## src/rtl/misr_core.sv

```systemverilog
// Multiple-input signature register: reseedable, shifts one response word per
// enabled cycle with internal-XOR feedback from the MSB.
module misr_core #(
    parameter int               WIDTH = 16,
    parameter logic [WIDTH-1:0] POLY  = '0,
    parameter logic [WIDTH-1:0] SEED  = '0
) (
    input  logic             clk,
    input  logic             rst_n,
    input  logic             load_i,
    input  logic             shift_i,
    input  logic [WIDTH-1:0] data_i,
    output logic [WIDTH-1:0] sig_o
);

    logic [WIDTH-1:0] misr_q;
    logic [WIDTH-1:0] misr_d;
    logic [WIDTH-1:0] tap_mask_s;
    logic             fb_s;

    // Bit 0 always takes the feedback, whatever POLY[0] says.
    assign tap_mask_s = POLY | {{(WIDTH-1){1'b0}}, 1'b1};
    assign fb_s       = misr_q[WIDTH-1];

    // Next-state selection: reseed wins over a shift.
    always_comb begin
        misr_d = misr_q;
        if (load_i) begin
            misr_d = SEED;
        end else if (shift_i) begin
            misr_d = {misr_q[WIDTH-2:0], 1'b0} ^ data_i ^ (tap_mask_s & {WIDTH{fb_s}});
        end else begin
            misr_d = misr_q;
        end
    end

    // Signature register.
    always_ff @(posedge clk or negedge rst_n) begin
        if (!rst_n) begin
            misr_q <= SEED;
        end else begin
            misr_q <= misr_d;
        end
    end

    assign sig_o = misr_q;

endmodule

```

## config.mk

```make
export PLATFORM = sky130hd
export DESIGN_NAME = misr_core
export DESIGN_NICKNAME = d
export VERILOG_FILES = /design/src/rtl/misr_core.sv
export SDC_FILE = /design/constraint.sdc
export NUM_CORES = 1
export LEC_CHECK = 0
export ABC_AREA = 1
export ABC_CLOCK_PERIOD_IN_PS = 800
export CORE_UTILIZATION = 35
export DETAILED_ROUTE_END_ITERATION = 10
export PLACE_DENSITY = 0.69
export SKIP_CTS_REPAIR_TIMING = 1
export SYNTH_ARGS = -nofsm -noshare
export SYNTH_HDL_FRONTEND = slang
export SYNTH_SLANG_ARGS = --single-unit
```

## constraint.sdc

```tcl
create_clock -name clk -period 0.8 [get_ports clk]
set_input_delay 0.16 -clock clk [delete_from_list [all_inputs] [get_ports clk]]
set_output_delay 0.16 -clock clk [all_outputs]
set_load 0.03 [all_outputs]
```

# Word-level counts from Yosys, hierarchy flattened
# Cells that the tools add are included.
# op_classes
muxes,2
bitwise,2
n_reduce_logical,1
# op_table
cell,n
$mux W16,2
$xor A16 B1 Y16,1
$xor A16 B16 Y16,1
$reduce_bool A2 Y1,1
# word_totals
ff_bits,16
inputBits,20
out_inout_bits,16
elab_cells,6

# Longest topological paths before layout
# Gate-level depths: netlist of the first run.
# depth
word_depth,4
depth_mapped,5
ltp_nobuf,4

# Worst setup path before layout of the first run
# Ideal clock, no wire load.
# synth_path
kind,reg-to-reg
startpoint,register misr_q[2] (netlist: sig_o[2])
endpoint,register misr_q[3] (netlist: sig_o[3])
setup_time_ns,0.117
arrival_time_ns,0.735
t_required_ns,0.683
path_slack_ns,-0.052
path_stages_with_launch,4
n_path_buf,0
synth_period_minus_slack_ns,0.852
path_cell_list,dfrtp_1 nand2_1 nand3_2 nand2_1
# synth_between
elab_chain_cells,4
# synth_rtl
element,line_no,rtl
"start, declared",16,logic [WIDTH-1:0] misr_q;
"start signal, assigned",42,misr_q <= misr_d;
$xor A16 B16 Y16,31,"misr_d = {misr_q[WIDTH-2:0], 1'b0} ^ data_i ^ (tap_mask_s & {WIDTH{fb_s}});"
$xor A16 B1 Y16,31,
$mux W16,30,end else if (shift_i) begin
$mux W16,28,if (load_i) begin
# Every way passes these cells. The select of a mux whose other input is x is not followed.
# A chain may end at the register's enable or synchronous reset.

# Final worst setup path of the first run
# layout_path
startpoint,register misr_q[13] (netlist: sig_o[13])
endpoint,output port sig_o[13]
# layout_lines
element,line_no,rtl
"end, declared",13,output logic [WIDTH-1:0] sig_o
# No word-level cell between the ends.

==> results of run 1 <==
-- stage by stage --
step | utilization (%) | instance area [um^2] | setup TNS [ns] | setup slack [ns]
after floorplan | - | 908 | -0.0151 | -0.00308
after CTS | 56.6 | 1300 | -7.59 | -0.284
after detailed placement | 55.1 | 1260 | -8.26 | -0.531
after global placement | 55.1 | 1260 | -7.98 | -0.516
final | 69.6 | 1600 | -4.09 | -0.245
after global routing | 69.6 | 1600 | -5.00 | -0.274
-- cell usage after synthesis, drive strengths merged --
| master | n |
|---|---|
| buf | 2 |
| nand3 | 16 |
| nor2 | 2 |
| nand2 | 64 |
| dfrtp | 16 |
| inv | 33 |
-- layout make-up --
type	instances	area [um^2]	area share, %
timing repair buffer	51	584	36.6
sequential	16	420	26.3
multi-input combinational	82	398	24.9
inverter	33	124	7.75
clock buffer	4	36.3	2.27
tap	28	35.0	2.19
-- worst paths after layout --
path | startpoint | to | slack, ns | cells after the start
setup / recovery | sig_o[13] | sig_o[13] | -0.25 | 1
hold reg to reg | sig_o[4] | sig_o[4] | 0.53 | 2
setup reg to reg | sig_o[13] | sig_o[14] | -0.07 | 5
max in group asynchronous | rst_n | sig_o[3] | 0.47 | 2
hold / removal | rst_n | sig_o[5] | 0.19 | 2
min in group clk | load_i | sig_o[13] | 0.38 | 5
-- cells by family (layout without fill, tap and decap cells) --
logic type / count (synthesis) / count (layout)
DFF: 16 / 16
and+or+nand+nor: 82 / 82
buffers and inverters: 35 / 88
-- routing by layer --
| layer | wire length (um) | global-route usage, % | up-vias |
|---|---|---|---|
| met1 | 975 | 19.7 | 417 |
| met3 | 129 | 2.90 | 0 |
| met4 | 0 | 6.58 | 0 |
| met5 | 0 | 0 | - |
| met2 | 1130 | 26.2 | 25 |
| li1 | - | - | 487 |
-- power by group --
part	total [mW]	internal, mW	switching, mW
sequential	0.949	0.878	0.0704
combinational	0.728	0.379	0.349
clock	0.554	0.277	0.276
==> implementation parameters, run 1 <==
Parameter                              Value

Outcome
  Run status    complete, but fails checks
  Violated checks    setup timing

Setup path
  CP cell instances    buf_6
  Master of the slowest instance on the critical path    dfrtp_2
  Class of the most critical setup path    reg2out
  Worst Path Buf+Inv    1
  Data arrival time of the critical path    0.89 ns
  Largest delay contributor family on the critical path    flip-flops
  Required arrival time at the worst endpoint    0.64 ns
  Longest individual stage delay on the worst path    0.45 ns
  Kind of capture point of the worst setup path    output pin
  CP startpoint kind    flop
  Critical path fanouts, max    4

Detailed routing
  Number of vias in the routed layout    929
  Post-detailed-routing wire length    2.24 mm
  WL per Instance    10.4 um
  Post-route antenna net violation count    0
  DRT iter0 DRCs    5
  Drt via density    4.34
  Detailed Routing Iterations Pass 1    2
  Number of design rule violations left after detail routing    0

Placed design
  Instance count after placement with tap cells included    196
  RD Place Congestion    0.739
  HPWL reported at the end of detailed placement    1.39 mm
  Buffers on Ports    35

Clock network
  Clk Latency, worst-skew pair    0.29 ns
  Buffer levels on the longest clock path    2
  Clock sink total    16
  Number of H-tree branching levels    1
  CTS tree    done
  Root buffer cell    clkbuf_4
  Clock edge transition at the registers on the reported setup and hold paths    0.11 ns
  Clock buffer count from CTS    3

Floorplan
  Die X    52.4 um
  Effective utilization at floorplan    38.7%
  Count of pins on the block boundary    36
  Height of the chip    52.4 um
  Total die area    2740 um^2
  Cell row count    17
  Core outline area    2300 um^2

Timing
  Fmax    957 MHz
  Final period util    131%
  RSZ-0062 raised after global routing    true
  Hold slack final    0.187 ns
  Time the worst path needs with I/O delays and setup    1.05 ns
  Actual transition at the worst max-transition pin    0.223 ns
  Final setup skew    0.00846 ns
  Setup ws final    -0.245 ns
  Total count of hold-check failures in the final report    0
  Number of failing setup endpoints in the final timing report    24
  Final count of pins violating max slew    0
  Relative slew slack    85.1%

Yosys
  Sequential-to-total area share from yosys stat    45.1%
  Mux share of post-synthesis cell area    0%
  Post-Syn Nets    153
  Post-synth design cell area    888 um^2
  Cell taking the most area after synthesis    dfrtp_1
  Synth warnings    0
  Top area cells in the synthesized netlist    dfrtp_1 (45%), nand2_1 (27%), inv_1 (14%), nand3_1 (8.5%), nor2_4 (2.5%)
  Count of distinct cell types in the synthesized netlist    9
  Xor/xnor cell area share of the yosys netlist    0%
  Share of synthesized cell area in full adder, half adder and majority cells    0%
  Basic-gate share of the synthesized area counting and, or, nand and nor cells    39.2%
  Register bit total from synthesis    16
  Yosys top cell area share    45.1%
  Gate count of the mapped netlist    133
  Dominant combinational cell family by area after synthesis    simple AND/OR/NAND/NOR gates
  Complex-gate fraction of the synthesized area    0%
  Per-instance average area after synthesis    6.68 um^2

Pwr
  Power density normalized to cell area    1400 nW/um^2
  Max IR drop VDD    0.000761 V
  P_leak    0.842 nW
  Final total power    2.23 mW

Global route
  Global-route wire length before repair    3.18 mm
  GR Overflow Total    0
  Initial antenna violation count    0
  Via count of the first global-routing pass    775
  Pin count of the biggest net entering global routing    17
  GR Util All Layers    15.7%

Layout
  Layout filler cell count    214
  Highest-count cells in the layout ignoring fill and taps    nand2_1 (56), buf_6 (25), inv_1 (21), clkdlybuf4s50_1 (17), dfrtp_2 (16)
  Flip-flop count of the largest register, all copies and words added    16
  Most frequent standard cell in the layout excluding fill and tap cells    nand2_1
  Area added between synthesis and finish    79.9%
  Non-filler instance count after layout    214
  Net count, final    207
  Total inserted antenna cells    0
  Layout cells sized above 1    43.5%

Min path
  Worst hold path type    in2async

Job
  Maxcap violations    0
(Power assumes the default switching activity.)
==> inputs of run 2 (changes only) <==
- SLEW_MARGIN: unset -> 10
==> results of run 2 <==
Same layout as run 1: the final DEF is identical, and so are final timing and power.
==> inputs of run 3 (changes only) <==
- TNS_END_PERCENT: unset -> 30
==> run 3 against run 2 <==
The run still ends with setup timing left. Worst hold slack improved by 0.034 ns. Final area fell by 4.7%. Routed wire length fell by 3.6%. Clock power fell by 2%. Sequential cell count did not move. Combinational power fell by 7.6%. Sequential power barely moved. Final cell count fell by 1.4%. Core utilization fell by 3.3 points. Register-to-register slack barely moved. Clock skew fell by 0.0045 ns.
==> implementation parameters, run 3 (synthesized netlist as in run 1, its figures left out) <==
Parameter                              Value

Detailed routing
  Number of vias in the routed layout    910 (-2.0%)
  Post-detailed-routing wire length    2.16 mm (-3.6%)
  Detailed Routing Iterations Pass 1    4 (+2)
  DRT iter0 DRCs    13 (+8)
  Drt via density    4.31 (-0.65%)
  WL per Instance    10.2 um (-2.3%)
  Number of design rule violations left after detail routing    0 (unchanged)
  Post-route antenna net violation count    0 (unchanged)

Layout
  Area added between synthesis and finish    71.4%
  Final standard cell area without fillers    1520 um^2 (-4.7%)
  Most frequent standard cell in the layout excluding fill and tap cells    nand2_1
  Layout filler cell count    217 (+1.4%)
  Area used by sequential logic in the layout    419 um^2 (-0.30%)
  Non-filler instance count after layout    211 (-1.4%)
  Layout cells sized above 1    32.8% (-11 points)
  Net count, final    204 (-1.4%)
  Total inserted antenna cells    0 (unchanged)
  Multi-input gate area    358 um^2 (-10%)
  Flip-flop count of the largest register, all copies and words added    16 (unchanged)
  Highest-count cells in the layout ignoring fill and taps    nand2_1 (62), inv_1 (27), buf_6 (22), clkdlybuf4s50_1 (17), dfrtp_2 (15)

Clock network
  Number of H-tree branching levels    1 (unchanged)
  Clock sink total    16 (unchanged)
  Clock buffer count from CTS    3 (unchanged)
  Root buffer cell    clkbuf_4
  Clock edge transition at the registers on the reported setup and hold paths    0.10 ns (about the same)
  Clk Latency, worst-skew pair    0.28 ns (about the same)
  CTS tree    done
  Buffer levels on the longest clock path    2 (unchanged)

Pwr
  P_leak    0.819 nW (-2.8%)
  Max IR drop VDD    0.000744 V (-2.3%)
  Power density normalized to cell area    1420 nW/um^2 (+1.8%)
  Final total power    2.16 mW (-3.0%)

Setup path
  Data arrival time of the critical path    0.88 ns (about the same)
  Largest delay contributor family on the critical path    flip-flops
  Required arrival time at the worst endpoint    0.64 ns (about the same)
  CP startpoint kind    flop
  CP cell instances    buf_6
  Worst Path Buf+Inv    1 (unchanged)
  Master of the slowest instance on the critical path    dfrtp_2
  Class of the most critical setup path    reg2out
  Longest individual stage delay on the worst path    0.45 ns (about the same)
  Critical path fanouts, max    3 (-1)
  Kind of capture point of the worst setup path    output pin

Global route
  GR Util All Layers    15.2% (-0.48 points)
  Initial antenna violation count    0 (unchanged)
  Global-route wire length before repair    3.15 mm (-0.85%)
  Via count of the first global-routing pass    777 (+0.26%)
  GR Overflow Total    0 (unchanged)
  Pin count of the biggest net entering global routing    17 (unchanged)

Placed design
  RD Place Congestion    0.713 (-3.5%)
  Instance count after placement with tap cells included    196 (unchanged)
  HPWL reported at the end of detailed placement    1.38 mm (-1.3%)
  Worst slack after detailed placement    -0.553 ns (-0.0220 ns)
  Cell area reported after detailed placement    1260 um^2 (about the same)
  Buffers on Ports    35 (unchanged)

Floorplan
  Total die area    2740 um^2 (unchanged)
  Die X    52.4 um (unchanged)
  Effective utilization at floorplan    38.7% (unchanged)
  Cell row count    17 (unchanged)
  Height of the chip    52.4 um (unchanged)
  Core outline area    2300 um^2 (unchanged)
  Count of pins on the block boundary    36 (unchanged)

Timing
  Actual transition at the worst max-transition pin    0.227 ns (+0.00431 ns)
  Fmax    965 MHz (+0.88%)
  Number of failing setup endpoints in the final timing report    23 (-4.2%)
  RSZ-0062 raised after global routing    true
  Final setup skew    0.00400 ns (-0.00447 ns)
  Final period util    130% (-1.1 points)
  Aggregate negative setup slack    -3.92 ns (+0.164 ns)
  Final count of pins violating max slew    0 (unchanged)
  Total count of hold-check failures in the final report    0 (unchanged)
  Relative slew slack    84.8% (-0.29 points)
  Time the worst path needs with I/O delays and setup    1.04 ns (-0.00908 ns)
  Setup ws final    -0.236 ns (+0.00908 ns)

Job
  Maxcap violations    0 (unchanged)

Outcome
  Run status    complete, but fails checks
  Violated checks    setup timing

Min path
  Worst hold path type    in2async
run 3: final cells by class:
cell class / count / area share [%]
inverter: 33 / 8.13
timing repair buffer: 48 / 36.2
clock buffer: 4 / 2.38
tap: 28 / 2.30
sequential: 16 / 27.5
multi-input combinational: 82 / 23.5
run 3: where the power goes:
part | total (mW) | switching, mW | internal (mW) | leakage (nW)
logic | 0.673 | 0.323 | 0.350 | 0.607
registers | 0.948 | 0.0703 | 0.878 | 0.190
clock network | 0.542 | 0.266 | 0.276 | 0.0210
total | 2.16 | 0.659 | 1.50 | 0.819
run 3: metal layers:
layer | share of wire, % | wire (um) | track usage (%)
met4 | 0 | 0 | 2.63
met1 | 47 | 1020 | 18.8
met2 | 46 | 991 | 27.4
met3 | 6.5 | 140 | 2.90
met5 | 0 | 0 | 0
run 3: final timing paths:
kind                        endpoint       from  slack, ns  cells past startpoint
max                        sig_o[10]  sig_o[10]      -0.24                      1
min                         sig_o[6]      rst_n       0.22                      2
max reg2reg                sig_o[13]  sig_o[12]      -0.07                      5
min reg2reg                 sig_o[1]   sig_o[1]       0.54                      2
max in group asynchronous   sig_o[2]      rst_n       0.44                      2
min in group clk           sig_o[14]    shift_i       0.28                      5
run 3: metrics by stage:
stage	utilization, %	hold slack (ns)
2_1_floorplan	-	-0.136
3_3_place_gp	55.0	0.500
3_5_place_dp	55.0	0.503
4_1_cts	56.6	0.209
5_1_grt	66.3	0.225
6_report	66.3	0.221
==> patch 1: new RTL, config.mk and constraints of run 3 <==
Reset style: synchronous (`rst_n`), changed in one clocked block.
--- a/src/rtl/misr_core.sv
+++ b/src/rtl/misr_core.sv
@@ -35,7 +35,7 @@
     end
 
     // Signature register.
-    always_ff @(posedge clk or negedge rst_n) begin
+    always_ff @(posedge clk) begin
         if (!rst_n) begin
             misr_q <= SEED;
         end else begin
Function: differs if rst_n is asserted again (counterexample within 4 cycles, from zero or initial values and one cycle with rst_n low); with rst_n held inactive, the same outputs for 10 cycles.
==> patch 1 against run 3 <==
  * The flow still finishes with violations (negative setup slack)
  * Clock power fell by 25%
  * Total power fell by 19%
  * Sequential cell count did not move
  * Wire length fell by 9.0%
  * Global-route usage fell by 1.2 points
  * Design area fell by 4.7%
  * Count of clock-buffer cells in the layout fell by 1
  * Synthesized area rose by 4.2%
  * Setup slack improved by 0.090 ns
  * Highest routed layer is now met4
==> patch 1: results (changes against run 3) <==
Outcome
  – Status: complete, but fails checks (unchanged)
  – Failing checks: negative setup slack (unchanged)

Setup path
  – CP max stage cell: dfxtp_2 (was dfrtp_2)
  – Crit-path max cell delay: 0.37 ns (was 0.45 ns)
  – FF-to-FF path depth: 6 (was 5)
  – End point of the critical path: sig_o[12] (was sig_o[10])
  – CP startpoint: sig_o[12]$_SDFFE_PP0P_ (was sig_o[10]$_DFFE_PN0P_)
  – Max FO, Critical Path: 4 (was 3)
  – Critical path data arrival time: 0.79 ns (was 0.88 ns)
  – FF-to-FF setup slack: -0.09 ns (was -0.07 ns)

Hold path
  – Hold Crit Class: input port to flip-flop (was input port to async pin)

STA
  – Final WS setup: -0.1462 ns (was -0.2364 ns)
  – Final Setup Violations: 18 (was 23)
  – Worst hold slack: 0.3615 ns (was 0.2210 ns)
  – Setup TNS: -2.251 ns (was -3.925 ns)

Global routing
  – All-Layer GR Usage: 14.05% (was 15.23%)
  – First-pass GRT wire length: 2953 um (was 3153 um)
  – Largest net degree at the start of global routing: 33 (was 17)
  – Vias in the first global route: 771 (was 777)

Placement
  – Post-DP Area: 1279 um2 (was 1264 um2)
  – Final GP Congestion: 0.7134 (was 0.7133)
  – DPL Wire Length: 1346 um (was 1376 um)
  – Placed insts: 229 (was 196)

Synth
  – Synth top cells by count: inv_1 (49), nand2_1 (48), nor2_1 (32) (was nand2_1 (64), inv_1 (32), dfrtp_1 (16))
  – Syn Inst Count: 166 (was 133)
  – Synth Flop Type: dfxtp_1 (was dfrtp_1)
  – Seq/Total Area, Yosys: 34.59% (was 45.07%)
  – Ys async rst share: 0% (was 100.0%)
  – Net Count, Synth: 186 (was 153)

Route
  – Starting DRT DRC Count: 11 (was 13)
  – Routed Wire Length: 1962 um (was 2155 um)
  – Vias: 986 (was 910)

Cells and area
  – Multi-input gates: 97 (was 82)
  – Non-CTS buffers: 42 (was 48)
  – Share of cells above drive strength 1: 22.22% (was 32.79%)
  – FF+latch area: 355.3 um2 (was 419.2 um2)
  – Non-clk buf share: 31.38% (was 36.15%)

Power
  – Leakage: 0.8444 nW (was 0.8186 nW)
  – Max VDD drop: 950.6 uV (was 743.7 uV)
  – P_sw: 507.6 uW (was 658.9 uW)

Die
  – Die area: 2855 um2 (was 2744 um2)
## patch 1: changes by cell type after synthesis, moves of 2 or more
cell	delta
nor2_4	-2
dfrtp_1	-16
nor2_1	+32
inv_1	+17
nand2_1	-16
dfxtp_1	+16
## patch 1: cell families (layout without fill, tap and decap cells)
logic type | count (synthesis) | in the layout | synth area share, %
AND/OR/NAND/NOR | 97 | 97 | 41.76
buffers and inverters | 53 | 94 | 23.65
flip-flops | 16 | 16 | 34.59
## patch 1: power by group through the flow
stage	Combinational (mW)	Clock [mW]	Sequential, mW
after floorplan	0.185	0	0.950
after global placement	0.438	0	0.884
after detailed placement	0.448	0	0.885
after CTS	0.449	0.426	0.867
after global routing	0.544	0.463	0.871
final	0.490	0.406	0.864
## patch 1: metal layers
layer  GRT usage (%)  vias up  wire length (um)
li1                -      549                 -
met1           15.98      419               854
met2           24.79       16              1010
met3           4.310        2                79
met4           3.947        0                18
met5               0        -                 0
==> patch 2: new RTL, flow settings as in run 3 <==
Made on the original files. Set the parameter `WIDTH` to 14 (it was 16).
--- a/src/rtl/misr_core.sv
+++ b/src/rtl/misr_core.sv
@@ -1,7 +1,7 @@
 // Multiple-input signature register: reseedable, shifts one response word per
 // enabled cycle with internal-XOR feedback from the MSB.
 module misr_core #(
-    parameter int               WIDTH = 16,
+    parameter int               WIDTH = 14,
     parameter logic [WIDTH-1:0] POLY  = '0,
     parameter logic [WIDTH-1:0] SEED  = '0
 ) (
Ports: changed (resized data_i and sig_o); port bits go from 36 to 32. No check against the original RTL was run, so the function may have changed too.
==> patch 2 against run 3 <==
  * The run still ends with negative setup slack left
  * Count of clock-buffer cells in the layout unchanged
  * Via count decreased by 7.1%
  * Clock skew decreased by 0.0017 ns
  * First-iteration DRC count decreased by 46%
  * Sequential cell count decreased by 2
  * Setup slack improved by 0.0014 ns
  * Clock power decreased by 21%
  * Design area decreased by 9.0%
  * Non-clock buffer count increased by 1
  * Synthesized area decreased by 13%
  * Total power decreased by 13%
  * Wire length decreased by 5.0%
==> patch 2: results (changes against run 3) <==
Placement
  – Post-DP Area: 1125 um2 (was 1264 um2)
  – Placed insts: 177 (was 196)
  – DPL Wire Length: 1379 um (was 1376 um)
  – Setup Slack @ Placement: -0.5154 ns (was -0.5529 ns)

Setup path
  – RR Endpoint: sig_o[12]$_DFFE_PN0P_ (was sig_o[13]$_DFFE_PN0P_)
  – End point of the critical path: sig_o[8] (was sig_o[10])
  – Origin of the critical flop-to-flop path: sig_o[11]$_DFFE_PN0P_ (was sig_o[12]$_DFFE_PN0P_)
  – CP startpoint: sig_o[8]$_DFFE_PN0P_ (was sig_o[10]$_DFFE_PN0P_)
  – FF-to-FF setup slack: -0.10 ns (was -0.07 ns)

Power
  – Max VDD drop: 799.7 uV (was 743.7 uV)
  – Leakage: 0.7485 nW (was 0.8186 nW)

STA
  – Worst Clk Skew: 0.002258 ns (was 0.003995 ns)
  – Final Setup Violations: 24 (was 23)
  – Final WS setup: -0.2349 ns (was -0.2364 ns)

Route
  – DR pass1 iterations: 3 (was 4)
  – Vias per cell: 4.333 (was 4.313)
  – Starting DRT DRC Count: 7 (was 13)

Global routing
  – First-pass GRT wire length: 3270 um (was 3153 um)
  – All-Layer GR Usage: 17.69% (was 15.23%)
  – Largest net degree at the start of global routing: 15 (was 17)
  – Vias in the first global route: 765 (was 777)

Cells and area
  – Share of cells above drive strength 1: 38.10% (was 32.79%)
  – Max reg flops: 14 (was 16)

Synth
  – Synth unique cells: 8 (was 9)
  – Net Count, Synth: 135 (was 153)
  – Synth top cells by count: nand2_1 (56), inv_1 (28), dfrtp_1 (14), nand3_1 (14), buf_4 (2) (was nand2_1 (64), inv_1 (32), dfrtp_1 (16))
  – Seq/Total Area, Yosys: 45.38% (was 45.07%)
  – Top post-synthesis cells by area: dfrtp_1 (45%), nand2_1 (27%), inv_1 (14%) (unchanged)

Outcome
  – Failing checks: negative setup slack (unchanged)
  – Status: complete, but fails checks (unchanged)
## patch 2: cell types whose count changed after synthesis
| cell | delta |
|---|---|
| nand3_2 | -1 |
| nor2_2 | +1 |
| dfrtp_1 | -2 |
| buf_2 | -1 |
| nand3_1 | -1 |
| buf_6 | -1 |
| buf_4 | +2 |
| nand2_1 | -8 |
| nor2_4 | -1 |
| inv_1 | -4 |
## patch 2: per-layer routing
layer / GRT usage [%] / share of wire [%]
met5: 0 / 0
met4: 5.882 / 1.6
met3: 3.427 / 4.8
met1: 20.59 / 43
met2: 32.18 / 51
## patch 2: cell families (layout without fill, tap and decap cells)
group / after synthesis / in the layout / share of synthesized area [%]
DFF: 14 / 14 / 45.38
and+or+nand+nor: 72 / 72 / 38.57
buffers and inverters: 31 / 82 / 16.04
## patch 2: area by class of cell
class / count / area (um2)
fillers: 164 / 636.9
multi-input cells: 72 / 327.8
repair buffers: 49 / 519.2
well taps: 27 / 33.78
flip-flops and latches: 14 / 366.6
inverters: 29 / 111.4
clock buffers: 4 / 26.28
## patch 2: where the power goes
part	internal, mW	switching (mW)
combinational	0.333	0.309
clock	0.194	0.234
sequential	0.768	0.0544
total	1.29	0.597
## patch 2: worst register-to-register path, cell delays in order, from the launching register on
cell,delay (ns)
dfrtp_1,0.42
buf_4,0.15
inv_1,0.05
nand2_1,0.05
nand3_1,0.08
nand2_1,0.05
## patch 2: per-stage QoR
| stage | setup TNS (ns) | utilization, % |
|---|---|---|
| floorplan | -0.07191 | - |
| global placement | -6.886 | 55.63 |
| detailed placement | -6.969 | 55.63 |
| CTS | -6.352 | 56.93 |
| global route | -4.391 | 68.50 |
| finish | -3.542 | 68.50 |
